[src/rtl/tcp_tx_segmenter.sv]
// TCP TX segmenter: splits one send request into segments of at most MAX_SEG_BYTES, retrying or dropping on stack status.
// Optional build macro TX_SEGMENTER_LATENCY_EN adds latency_cycles_o (request accept to final segment's last beat).
module tcp_tx_segmenter #(
  parameter int unsigned MAX_SEG_BYTES = 1024,
  parameter int unsigned MAX_RETRY     = 8,
  parameter int unsigned RETRY_WAIT    = 64
) (
  input  logic         clk,
  input  logic         rst,
  input  logic         s_axis_tx_req_valid_i,
  output logic         s_axis_tx_req_ready_o,
  input  logic [47:0]  s_axis_tx_req_data_i,
  input  logic         s_axis_tx_data_valid_i,
  output logic         s_axis_tx_data_ready_o,
  input  logic [511:0] s_axis_tx_data_data_i,
  input  logic [63:0]  s_axis_tx_data_keep_i,
  input  logic         s_axis_tx_data_last_i,
  output logic         m_axis_tx_metadata_valid_o,
  input  logic         m_axis_tx_metadata_ready_i,
  output logic [47:0]  m_axis_tx_metadata_data_o,
  output logic         m_axis_tx_data_valid_o,
  input  logic         m_axis_tx_data_ready_i,
  output logic [511:0] m_axis_tx_data_data_o,
  output logic [63:0]  m_axis_tx_data_keep_o,
  output logic         m_axis_tx_data_last_o,
  input  logic         s_axis_tx_status_valid_i,
  output logic         s_axis_tx_status_ready_o,
  input  logic [63:0]  s_axis_tx_status_data_i,
  output logic [127:0] status_reg_o
`ifdef TX_SEGMENTER_LATENCY_EN
  ,
  output logic [31:0]  latency_cycles_o
`endif
);

  typedef enum logic [2:0] {IDLE, SEG_CMD, WAIT_STATUS, BACKOFF, SEG_DATA, DROP} state_e;

  state_e      state_q;
  logic        req_ready_q, meta_valid_q, stat_ready_q;
  logic [15:0] session_q, seg_len_q;
  logic [31:0] remaining_q, retry_cnt_q, backoff_q;
  logic [31:0] seg_cnt_q, retries_q, drops_q;
  logic [10:0] beat_cnt_q;

  logic [16:0] beats;
  logic        last_beat, final_seg, down_hs, stat_hs, fatal;
  logic [1:0]  err;
  logic [31:0] rem_after;
  logic        unused_bits;

  function automatic logic [15:0] seg_of(input logic [31:0] r);
    return (r > 32'(MAX_SEG_BYTES)) ? 16'(MAX_SEG_BYTES) : r[15:0];
  endfunction

  assign beats     = (17'(seg_len_q) + 17'd63) >> 6;
  assign last_beat = ({6'd0, beat_cnt_q} == beats - 17'd1);
  assign final_seg = (remaining_q == {16'd0, seg_len_q});
  assign rem_after = remaining_q - {16'd0, seg_len_q};
  assign err       = s_axis_tx_status_data_i[63:62];
  assign down_hs   = (state_q == SEG_DATA) && s_axis_tx_data_valid_i && m_axis_tx_data_ready_i;
  assign stat_hs   = (state_q == WAIT_STATUS) && stat_ready_q && s_axis_tx_status_valid_i;
  // err=3 is treated like err=2; err=1 becomes fatal once the retry budget is spent
  assign fatal     = err[1] || ((err == 2'd1) && !(retry_cnt_q < 32'(MAX_RETRY)));

  // Zero-latency data passthrough while a segment is being sent; sink-only while dropping
  assign m_axis_tx_data_valid_o = (state_q == SEG_DATA) && s_axis_tx_data_valid_i;
  assign s_axis_tx_data_ready_o = ((state_q == SEG_DATA) && m_axis_tx_data_ready_i) || (state_q == DROP);
  assign m_axis_tx_data_data_o  = s_axis_tx_data_data_i;
  assign m_axis_tx_data_last_o  = (state_q == SEG_DATA) && last_beat;
  assign m_axis_tx_data_keep_o  = (final_seg && last_beat && (seg_len_q[5:0] != 6'd0))
                                  ? ((64'd1 << seg_len_q[5:0]) - 64'd1) : {64{1'b1}};

  assign s_axis_tx_req_ready_o      = req_ready_q;
  assign s_axis_tx_status_ready_o   = stat_ready_q;
  assign m_axis_tx_metadata_valid_o = meta_valid_q;
  assign m_axis_tx_metadata_data_o  = {16'd0, seg_len_q, session_q};
  assign status_reg_o = {31'd0, (state_q != IDLE), drops_q, retries_q, seg_cnt_q};

  assign unused_bits = ^{s_axis_tx_data_keep_i, s_axis_tx_status_data_i[61:0]};

  always_ff @(posedge clk or posedge rst) begin
    if (rst) begin
      state_q      <= IDLE;
      req_ready_q  <= 1'b0;
      meta_valid_q <= 1'b0;
      stat_ready_q <= 1'b0;
      session_q    <= '0;
      seg_len_q    <= '0;
      remaining_q  <= '0;
      retry_cnt_q  <= '0;
      backoff_q    <= '0;
      seg_cnt_q    <= '0;
      retries_q    <= '0;
      drops_q      <= '0;
      beat_cnt_q   <= '0;
    end else begin
      case (state_q)
        IDLE: begin
          req_ready_q <= 1'b1;
          if (req_ready_q && s_axis_tx_req_valid_i) begin
            req_ready_q  <= 1'b0;
            session_q    <= s_axis_tx_req_data_i[15:0];
            remaining_q  <= s_axis_tx_req_data_i[47:16];
            seg_len_q    <= seg_of(s_axis_tx_req_data_i[47:16]);
            retry_cnt_q  <= '0;
            meta_valid_q <= 1'b1;
            state_q      <= SEG_CMD;
          end
        end
        SEG_CMD: begin
          if (m_axis_tx_metadata_ready_i) begin
            meta_valid_q <= 1'b0;
            stat_ready_q <= 1'b1;
            state_q      <= WAIT_STATUS;
          end
        end
        WAIT_STATUS: begin
          if (stat_hs) begin
            stat_ready_q <= 1'b0;
            if (err == 2'd0) begin
              retry_cnt_q <= '0;
              beat_cnt_q  <= '0;
              state_q     <= SEG_DATA;
            end else if (fatal) begin
              drops_q <= drops_q + 32'd1;
              state_q <= DROP;
            end else begin
              retry_cnt_q <= retry_cnt_q + 32'd1;
              retries_q   <= retries_q + 32'd1;
              backoff_q   <= '0;
              state_q     <= BACKOFF;
            end
          end
        end
        BACKOFF: begin
          if (backoff_q + 32'd1 >= 32'(RETRY_WAIT)) begin
            meta_valid_q <= 1'b1;
            state_q      <= SEG_CMD;
          end else begin
            backoff_q <= backoff_q + 32'd1;
          end
        end
        SEG_DATA: begin
          if (down_hs) begin
            if (last_beat) begin
              seg_cnt_q   <= seg_cnt_q + 32'd1;
              remaining_q <= rem_after;
              beat_cnt_q  <= '0;
              if (rem_after == 32'd0) begin
                state_q <= IDLE;
              end else begin
                seg_len_q    <= seg_of(rem_after);
                meta_valid_q <= 1'b1;
                state_q      <= SEG_CMD;
              end
            end else begin
              beat_cnt_q <= beat_cnt_q + 11'd1;
            end
          end
        end
        DROP: begin
          if (s_axis_tx_data_valid_i && s_axis_tx_data_last_i) state_q <= IDLE;
        end
        default: state_q <= IDLE;
      endcase
    end
  end

`ifdef TX_SEGMENTER_LATENCY_EN
  logic [31:0] lat_q;
  logic        lat_run_q;

  // Runs from request accept; freezes at the final beat or at the drop decision
  always_ff @(posedge clk or posedge rst) begin
    if (rst) begin
      lat_q     <= '0;
      lat_run_q <= 1'b0;
    end else if ((state_q == IDLE) && req_ready_q && s_axis_tx_req_valid_i) begin
      lat_q     <= '0;
      lat_run_q <= 1'b1;
    end else if (lat_run_q) begin
      if (stat_hs && (err != 2'd0) && fatal) begin
        lat_run_q <= 1'b0;
      end else begin
        lat_q <= lat_q + 32'd1;
        if (down_hs && last_beat && final_seg) lat_run_q <= 1'b0;
      end
    end
  end

  assign latency_cycles_o = lat_q;
`endif

endmodule

[config.mk]
export PLATFORM = sky130hd
export DESIGN_NAME = tcp_tx_segmenter
export DESIGN_NICKNAME = d
export VERILOG_FILES = /design/src/rtl/tcp_tx_segmenter.sv
export SDC_FILE = /design/constraint.sdc
export NUM_CORES = 1
export LEC_CHECK = 0
export ABC_AREA = 1
export CAP_MARGIN = 20
export CORE_AREA = 2 2 569 571
export CTS_CLUSTER_SIZE = 30
export DETAILED_ROUTE_END_ITERATION = 7
export DIE_AREA = 0 0 571 573
export GPL_TIMING_DRIVEN = 0
export HOLD_SLACK_MARGIN = 0.02
export MAX_ROUTING_LAYER = met4
export PLACE_DENSITY = 0.31
export SYNTH_ARGS = -nofsm -noshare
export SYNTH_HDL_FRONTEND = slang
export SYNTH_SLANG_ARGS = --single-unit
export TNS_END_PERCENT = 50
[constraint.sdc]
create_clock -name clk -period 9.1 [get_ports clk]
set_input_delay 1.82 -clock clk [delete_from_list [all_inputs] [get_ports clk]]
set_output_delay 1.82 -clock clk [all_outputs]
set_load 0.02 [all_outputs]
Word-level counts from Yosys, hierarchy flattened
Index checks and enable logic that the tools add are counted.
{"block": "word_totals", "register_bits": 241, "latchBits": 0, "ramBits": 0, "rom_bits": 0, "inputBits": 696, "out_inout_bits": 758, "wordCells": 137, "memories": 0}
{"block": "classes", "addsub": 10, "mul": 0, "n_div": 0, "n_lt_le_gt_ge": 4, "eq_ne": 21, "shifts": 1, "mux": 49, "bitwise_logic": 2, "reduce_logical": 37}
{"cell": "$mux W32", "count": 11}
{"cell": "$pmux W32 S2", "count": 3}
{"cell": "$add A32 B1 Y32 const B", "count": 5}
{"cell": "$mux W16", "count": 6}
{"cell": "$gt A32 B11 Y1 const B", "count": 2}
{"cell": "$mux W64", "count": 1}
{"cell": "$shl A1 B6 Y64 const A", "count": 1}
{"cell": "$sub A64 B1 Y64 const B", "count": 1}
{"cell": "$mux W11", "count": 4}
{"cell": "$eq A32 B16 Y1", "count": 1}
{"cell": "$ge A32 B7 Y1 const B", "count": 1}
{"cell": "$logic_not A32 Y1", "count": 1}
{"cell": "$lt A32 B4 Y1 const B", "count": 1}
{"cell": "$pmux W16 S2", "count": 1}
{"cell": "$sub A32 B16 Y32", "count": 1}
{"cell": "$mux W3", "count": 9}
{"cell": "$pmux W11 S2", "count": 1}
{"cell": "$ne A2 B2 Y1 const B", "count": 10}
{"cell": "$reduce_and A4 Y1", "count": 5}
{"cell": "$pmux W3 S6", "count": 1}
{"cell": "$add A16 B6 Y17 const B", "count": 1}
{"cell": "$eq A11 B17 Y1", "count": 1}
{"cell": "$reduce_and A7 Y1", "count": 2}
{"cell": "$sub A11 B1 Y12 const B", "count": 1}
{"cell": "other kinds (23)", "count": 53}

Longest topological paths before layout
Gate-level depths: netlist of the first run.
{"block": "depth", "ltp_word": 8, "depth_mapped": 24, "depth_no_buf": 22}

Least setup slack after synthesis of the first run
OpenSTA, ideal clock, no wires.
{"block": "synth_timing", "path_type": "reg2out", "startpoint": "reg seg_len_q[0]", "endpoint": "out m_axis_tx_data_keep_o[25]", "arrival_time_ns": 2.945, "setup_slack_ns": 4.335, "stages_incl_launch_ff": 22, "path_buffers": 2, "path_cell_list": "dfrtp_1 -> buf_2 -> nor2_4 -> nand3_4 -> nand2_2 -> nand2_1 -> ha_1 -> xnor2_1 -> o21bai_1 -> nor2_1 -> nand2_1 -> inv_1 -> nand2_1 -> nor2_1 -> nand2_1 -> nor2_2 -> nand2_1 -> inv_2 -> nand2_4 -> inv_4 -> buf_6 -> o21ai_0"}
{"block": "synth_between", "elab_chain_len": 6, "word_cells_on_any_way": 10, "cone_classes": "add/sub (3); eq/ne (2); shift (1); mux (1); reduce/logical (3)"}
{"item": "from (decl)", "line": "40", "source": "logic [15:0] session_q, seg_len_q;"}
{"item": "from (signal assigned)", "line": "104", "source": "seg_len_q <= seg_of(s_axis_tx_req_data_i[47:16]);"}
{"item": "from (signal assigned)", "line": "152", "source": "seg_len_q <= seg_of(rem_after);"}
{"item": "$add A16 B6 Y17", "line": "55", "source": "assign beats = (17'(seg_len_q) + 17'd63) >> 6;"}
{"item": "$sub A11 B1 Y12", "line": "56", "source": "assign last_beat = ({6'd0, beat_cnt_q} == beats - 17'd1);"}
{"item": "$eq A11 B17 Y1", "line": "56"}
{"item": "$logic_and A1 B1 Y1 (2 in series)", "line": "70", "source": "assign m_axis_tx_data_keep_o = (final_seg && last_beat && (seg_len_q[5:0] != 6'd0))"}
{"item": "$mux W64 *", "line": "71", "source": "? ((64'd1 << seg_len_q[5:0]) - 64'd1) : {64{1'b1}};"}
{"item": "to (decl)", "line": "24", "source": "output logic [63:0] m_axis_tx_data_keep_o,"}
Mark *: on every way between the ends. The rest lies on a longest branch, timed or not.

Worst setup path after layout of the first run
{"block": "layout_timing", "startpoint": "reg seg_len_q[1]", "endpoint": "out m_axis_tx_data_keep_o[44]"}
Same word-level chain as after synthesis.

==> flow_summary.toml, run 1 <==
[logic_synthesis]
synth.distinct_cells = 55
synthArstFlopShare = 1.000
yosysSeqAreaShare = 0.2831
synth_edf_count = 0
synth_cells = 3181
post-synth-top-area-fraction = 0.2831
synth.largest_area_cell = "dfrtp_1"
synth_ff_type = "dfrtp_1"
synth_common_cells = "nand2_1, buf_4, nor2_1, inv_1, dfrtp_1"
yosys.cell_count.top_type = "nand2_1"
syn_area_mm2 = 0.02130
ys_seq_elements = 241
avgSynthCellArea_um2 = 6.697
yosys-top-cells-area = "dfrtp_1, buf_4, nand2_1"
yosysWarningCount = 0

[die]
fp.coreArea_mm2 = 0.3204
ios = 1454
start_util = 0.06649
die_x_um = 571
fp-row-count = 208
die-area_mm2 = 0.3272
die_h_um = 573

[global_route]
grt_max_degree = 90
antenna_found_initial = 104
grt_pass1_wl_mm = 250.4
grt_use_total = 0.1200
grt_overflow = 0
grt_pass1_vias = 23660

[worst_setup_path]
cp_max_fo = 8
cp.required_ns = 7.28
reg2reg_depth = 20
arrival_ns = 5.78
critPathKind = "flip-flop to primary output"
worst_setup_path_start_kind = "flip-flop"
ff2ff_setup_slack_ns = 3.61
endpoint_kind = "primary output"

[placement]
place_congestion = 0.9352
numPortBuffers = 767
placed_cells = 8305
hpwl_mm = 182.8
place_ws_ns = 1.920

[drt]
routed_wl_mm = 199.3
drt_iter0_markers = 1351
vias = 23760
ant_nets = 0
drtPass1Iterations = 5
avgRoutedWirePerCell_um = 23.73
via_per_inst = 2.829
drc_errors = 0

[power]
power_density_mw_per_mm2 = 203.1
max-vdd-ir-drop_mv = 0.1267
leakage_uw = 0.01554
p_total_uw = 7314

[timing]
worst_pin_slew_ns = 1.111
setup_viol = 0
finalHoldViolCount = 0
slew_headroom = 0.2537
fmax_mhz = 131.6
fin_crit_ns = 7.599
post-route-period-util = 0.8350
rsz0062_at_grt = "false"
tns_ns = 0
fin_skew_ns = 0.04408
layout_setup_ws_ns = 1.501
slew_violations = 0

[job]
maxCapViolations = 0

[clock_tree]
clockBufferDepth = 3
hold_buffers = 0
cts_setup_buffers = 0
cts_tree = "built"
clockRootBuffer = "clkbuf_16"
path_clk_slew_ns = 0.06
h-tree-depth = 2
cts_resized = 0
clk_latency_ns = 0.62
cts_buffers = 39
cts_num_sinks = 241

[run_status]
outcome = "finished clean"

[finish]
nNetsFinal = 4762
syn_to_final_growth_pct = 69.04
layout.cells.non_filler = 8398
drive_above_1_share = 0.1769

[worst_hold_path]
hold_path_depth = 2
hold_path_class = "flip-flop to flip-flop"
power by group:
part | internal (µW) | leakage [µW] | switching, µW
clock | 929 | 0.000644 | 641
sequential | 1250 | 0.00320 | 189
combinational | 1320 | 0.0117 | 2990
total | 3500 | 0.0155 | 3820
worst max-delay path, stage by stage, from the launching register on:
cell	delay, ns
dfrtp_1	0.87
inv_1	0.44
nor2_2	0.30
nand2_1	0.14
nor2_1	0.51
nand2_1	0.25
nand2_1	0.18
nor2_1	0.09
nand2_1	0.18
nor2_1	0.17
nand2_1	0.18
nor2_1	0.09
nand2_1	0.24
nor2_1	0.10
o21ai_0	0.64
clkdlybuf4s50_1	0.75
sequential cells by signal, summed over array words and instances, names as in the netlist:
register                    count
seg_len_q                      16
s_axis_tx_status_ready_o        1
state_q                         3
s_axis_tx_req_ready_o           1
m_axis_tx_metadata_valid_o      1
drops_q                        32
seg_cnt_q                      32
retries_q                      32
backoff_q                      32
remaining_q                    32
beat_cnt_q                     11
retry_cnt_q                    32
session_q                      16
area by class of cell:
cell class | count | area, µm²
Fill cell | 37420 | 284400
Multi-Input combinational cell | 1999 | 9545
Timing Repair Buffer | 773 | 7785
Sequential cell | 241 | 6031
Tap cell | 4305 | 5386
Buffer | 612 | 4491
Inverter | 375 | 1418
Clock buffer | 56 | 1140
Clock inverter | 13 | 152.6
Antenna cell | 24 | 60.06
cells by family after synthesis:
logic type | Yosys count | synth area share
simple gates | 1623 | 0.3281
buf+inv | 987 | 0.2770
flops | 241 | 0.2831
compound gates | 177 | 0.04458
xor+xnor | 126 | 0.05181
fa+ha+maj | 25 | 0.01504
other cells | 2 | 0.0003526
stage by stage:
step           utilization  area [µm²]  hold WS (ns)
6_report            0.1124       36010        0.4727
3_5_place_dp        0.1082       34660        0.4660
4_1_cts             0.1122       35950        0.4820
3_3_place_gp        0.1078       34540        0.4639
5_1_grt             0.1124       36000        0.4923
2_1_floorplan            -       21470        0.4448
placed cells by master (no fill, tap or decap), drive strengths merged, types with 2 or more instances in the layout:
| cell | instances |
|---|---|
| nor2 | 402 |
| clkdlybuf4s50 | 767 |
| ha | 24 |
| and3 | 3 |
| and2 | 2 |
| nor3 | 83 |
| o31ai | 7 |
| or2 | 10 |
| diode | 24 |
| nand2 | 805 |
| buf | 591 |
| clkbuf | 83 |
| o21a | 2 |
| a21oi | 37 |
| conb | 48 |
| inv | 375 |
| nand3 | 214 |
| xnor2 | 52 |
| nor4 | 34 |
| dfrtp | 241 |
| nand3b | 11 |
| bufinv | 2 |
| o21ai | 119 |
| xor2 | 74 |
| clkinv | 11 |
| nor3b | 2 |
| nand4 | 55 |
metal layers:
| layer | track usage | vias up | part of all wire |
|---|---|---|---|
| met5 | - | - | 0 |
| met4 | 0.02308 | 0 | 0.023 |
| met3 | 0.04529 | 187 | 0.10 |
| met2 | 0.2108 | 1102 | 0.50 |
| met1 | 0.1277 | 11380 | 0.37 |
| li1 | - | 11090 | - |
path summary, 6_finish.rpt:
path	start	end
worst max-delay path	seg_len_q[1]$_DFFE_PP0P_	m_axis_tx_data_keep_o[44]
worst min-delay path	session_q[6]$_DFFE_PP0P_	session_q[6]$_DFFE_PP0P_
worst max register to register	seg_len_q[5]$_DFFE_PP0P_	seg_len_q[0]$_DFFE_PP0P_
worst min register to register	session_q[6]$_DFFE_PP0P_	session_q[6]$_DFFE_PP0P_
max in group asynchronous	rst	seg_len_q[4]$_DFFE_PP0P_
min in group asynchronous	rst	drops_q[2]$_DFFE_PP0P_
Note: power is estimated with default switching activity, not from simulation.
==> run 2: changes to the inputs <==
==> constraint.sdc (replaced) <==
create_clock -name clk -period 7.4 [get_ports clk]
set_input_delay 1.48 -clock clk [delete_from_list [all_inputs] [get_ports clk]]
set_output_delay 1.48 -clock clk [all_outputs]
set_load 0.02 [all_outputs]
==> flow_summary.toml, run 2 (same netlist as run 1, synthesis figures left out) <==
[clock_tree]
cts_tree = "built"
cts_num_sinks = 241
clockRootBuffer = "clkbuf_16"
h-tree-depth = 2
hold_buffers = 0
clk_latency_ns = 0.64
cts_buffers = 38
clockBufferDepth = 3
cts_setup_buffers = 0
path_clk_slew_ns = 0.07

[drt]
drtPass1Iterations = 5
drt_iter0_markers = 1121
routed_wl_mm = 199.9
avgRoutedWirePerCell_um = 23.82
via_per_inst = 2.781
vias = 23340
ant_nets = 0
drc_errors = 0

[power]
p_sw_uw = 4623
max-vdd-ir-drop_mv = 0.2110
power_frac_comb = 0.586
power_density_mw_per_mm2 = 247.0
clkPwrFrac = 0.215
p_seq_frac = 0.199
switching_share = 0.5193
p_total_uw = 8902
cell_internal_pwr_uw = 4279
leakage_uw = 0.01556

[finish]
final_cell_mix = "nand2_1, clkdlybuf4s50_1, buf_4"
layout_commonest_cell = "nand2_1"
final_core_util = 0.1125
syn_to_final_growth_pct = 69.20
nNetsFinal = 4768
drive_above_1_share = 0.1778

[global_route]
antenna_found_initial = 102
grt_pass1_vias = 23750
grt_pass1_wl_mm = 252.9
grt_use_total = 0.1209
grt_overflow = 0
grt_max_degree = 37

[timing]
slew_headroom = 0.2763
rsz0062_at_grt = "false"
fmax_mhz = 142.8
worst_hold_slack_ns = 0.4692
slew_violations = 0
worst_pin_slew_ns = 1.082
fin_skew_ns = 0.07450
post-route-period-util = 0.9460
layout_setup_ws_ns = 0.3994
setup_viol = 0
finalHoldViolCount = 0
fin_crit_ns = 7.001

[worst_setup_path]
crit_slowest_cell = "clkdlybuf4s50_1"
critPathKind = "flip-flop to primary output"
cp_slowest_stage_delay_ns = 0.62
path_cells = "inv_2 > clkbuf_1 > clkbuf_2 > ha_1 > nand2_1 > inv_1 > nand2_1 > inv_1 > nand4_1 > nor3b_1 > nand2_4 > inv_4 > buf_6 > nand3_1 > clkdlybuf4s50_1"
arrival_ns = 5.52
cp.required_ns = 5.92
endpoint_kind = "primary output"
cp_max_fo = 10
worst_setup_path_start_kind = "flip-flop"

[die]
die-area_mm2 = 0.3272
fp-row-count = 208
fp.coreArea_mm2 = 0.3204
die_h_um = 573
ios = 1454
start_util = 0.06649
die_x_um = 571

[worst_hold_path]
hold_path_class = "flip-flop to flip-flop"

[placement]
hpwl_mm = 184.0
place_congestion = 0.9384
numPortBuffers = 767
place_ws_ns = 0.4900

[job]
maxCapViolations = 0

[run_status]
outcome = "finished clean"
run 2: changes by cell type in the layout (fill, tap and decap cells not counted), sizes merged:
cell,change
buf,+7
clkdlybuf4s50,-1
bufinv,+2
diode,-8
dlymetal6s2s,+1
clkinvlp,+1
clkinv,-1
clkbuf,-7
run 2: path summary, 6_finish.rpt:
check | slack, ns | end | from | cells past startpoint
setup / recovery | 0.40 | m_axis_tx_data_keep_o[50] | seg_len_q[5]$_DFFE_PP0P_ | 15
hold / removal | 0.47 | session_q[13]$_DFFE_PP0P_ | session_q[13]$_DFFE_PP0P_ | 2
setup reg to reg | 2.22 | seg_len_q[4]$_DFFE_PP0P_ | seg_len_q[5]$_DFFE_PP0P_ | 22
hold reg to reg | 0.47 | session_q[13]$_DFFE_PP0P_ | session_q[13]$_DFFE_PP0P_ | 2
max in group asynchronous | 5.14 | seg_cnt_q[25]$_DFFE_PP0P_ | rst | 5
min in group asynchronous | 1.24 | backoff_q[23]$_DFFE_PP0P_ | rst | 2
run 2: area by class of cell:
type / count / area (µm²)
buffer: 612 / 4492
inverter: 375 / 1415
clock inverter: 15 / 211.5
timing repair buffer: 780 / 7879
antenna: 16 / 40.04
multi-input combinational: 1999 / 9545
fill: 37460 / 284300
sequential: 241 / 6031
tap: 4305 / 5386
clock buffer: 49 / 1042
run 2: metrics by stage:
step,area (µm²),instances,setup TNS (ns)
4_1_cts,35980,8375,0
6_report,36040,8392,0
3_3_place_gp,34540,8299,-3.496
5_1_grt,36040,8390,0
2_1_floorplan,21480,3227,0
3_5_place_dp,34730,8311,0
run 2: metal layers:
metal / global-route usage / vias to the layer above / part of all wire / routed length, µm
li1: - / 11090 / - / -
met1: 0.1210 / 11060 / 0.36 / 71670
met2: 0.2135 / 973 / 0.50 / 100600
met3: 0.05335 / 214 / 0.11 / 21650
met4: 0.02926 / 0 / 0.030 / 5939
met5: - / - / 0 / 0
run 2: timing repair:
item | CTS | global route
gates resized for setup | 1 | 3
endpoints found under the setup margin | 19 | 7
pin swaps | 0 | 1
run 2: power groups by stage:
stage | sequential, µW | combinational, µW | clock (µW)
after floorplan | 1820 | 2970 | 0
after global placement | 1800 | 5340 | 0
after detailed placement | 1800 | 5320 | 0
after CTS | 1780 | 5340 | 2020
after global routing | 1800 | 5780 | 2060
final | 1770 | 5210 | 1920
run 2: critical path, delay by kind of cell, from the launching register on:
kind	cells	cell delay, ns
flops	1	0.59
fa+ha+maj	1	0.31
buf+inv	8	2.52
simple gates	6	1.38
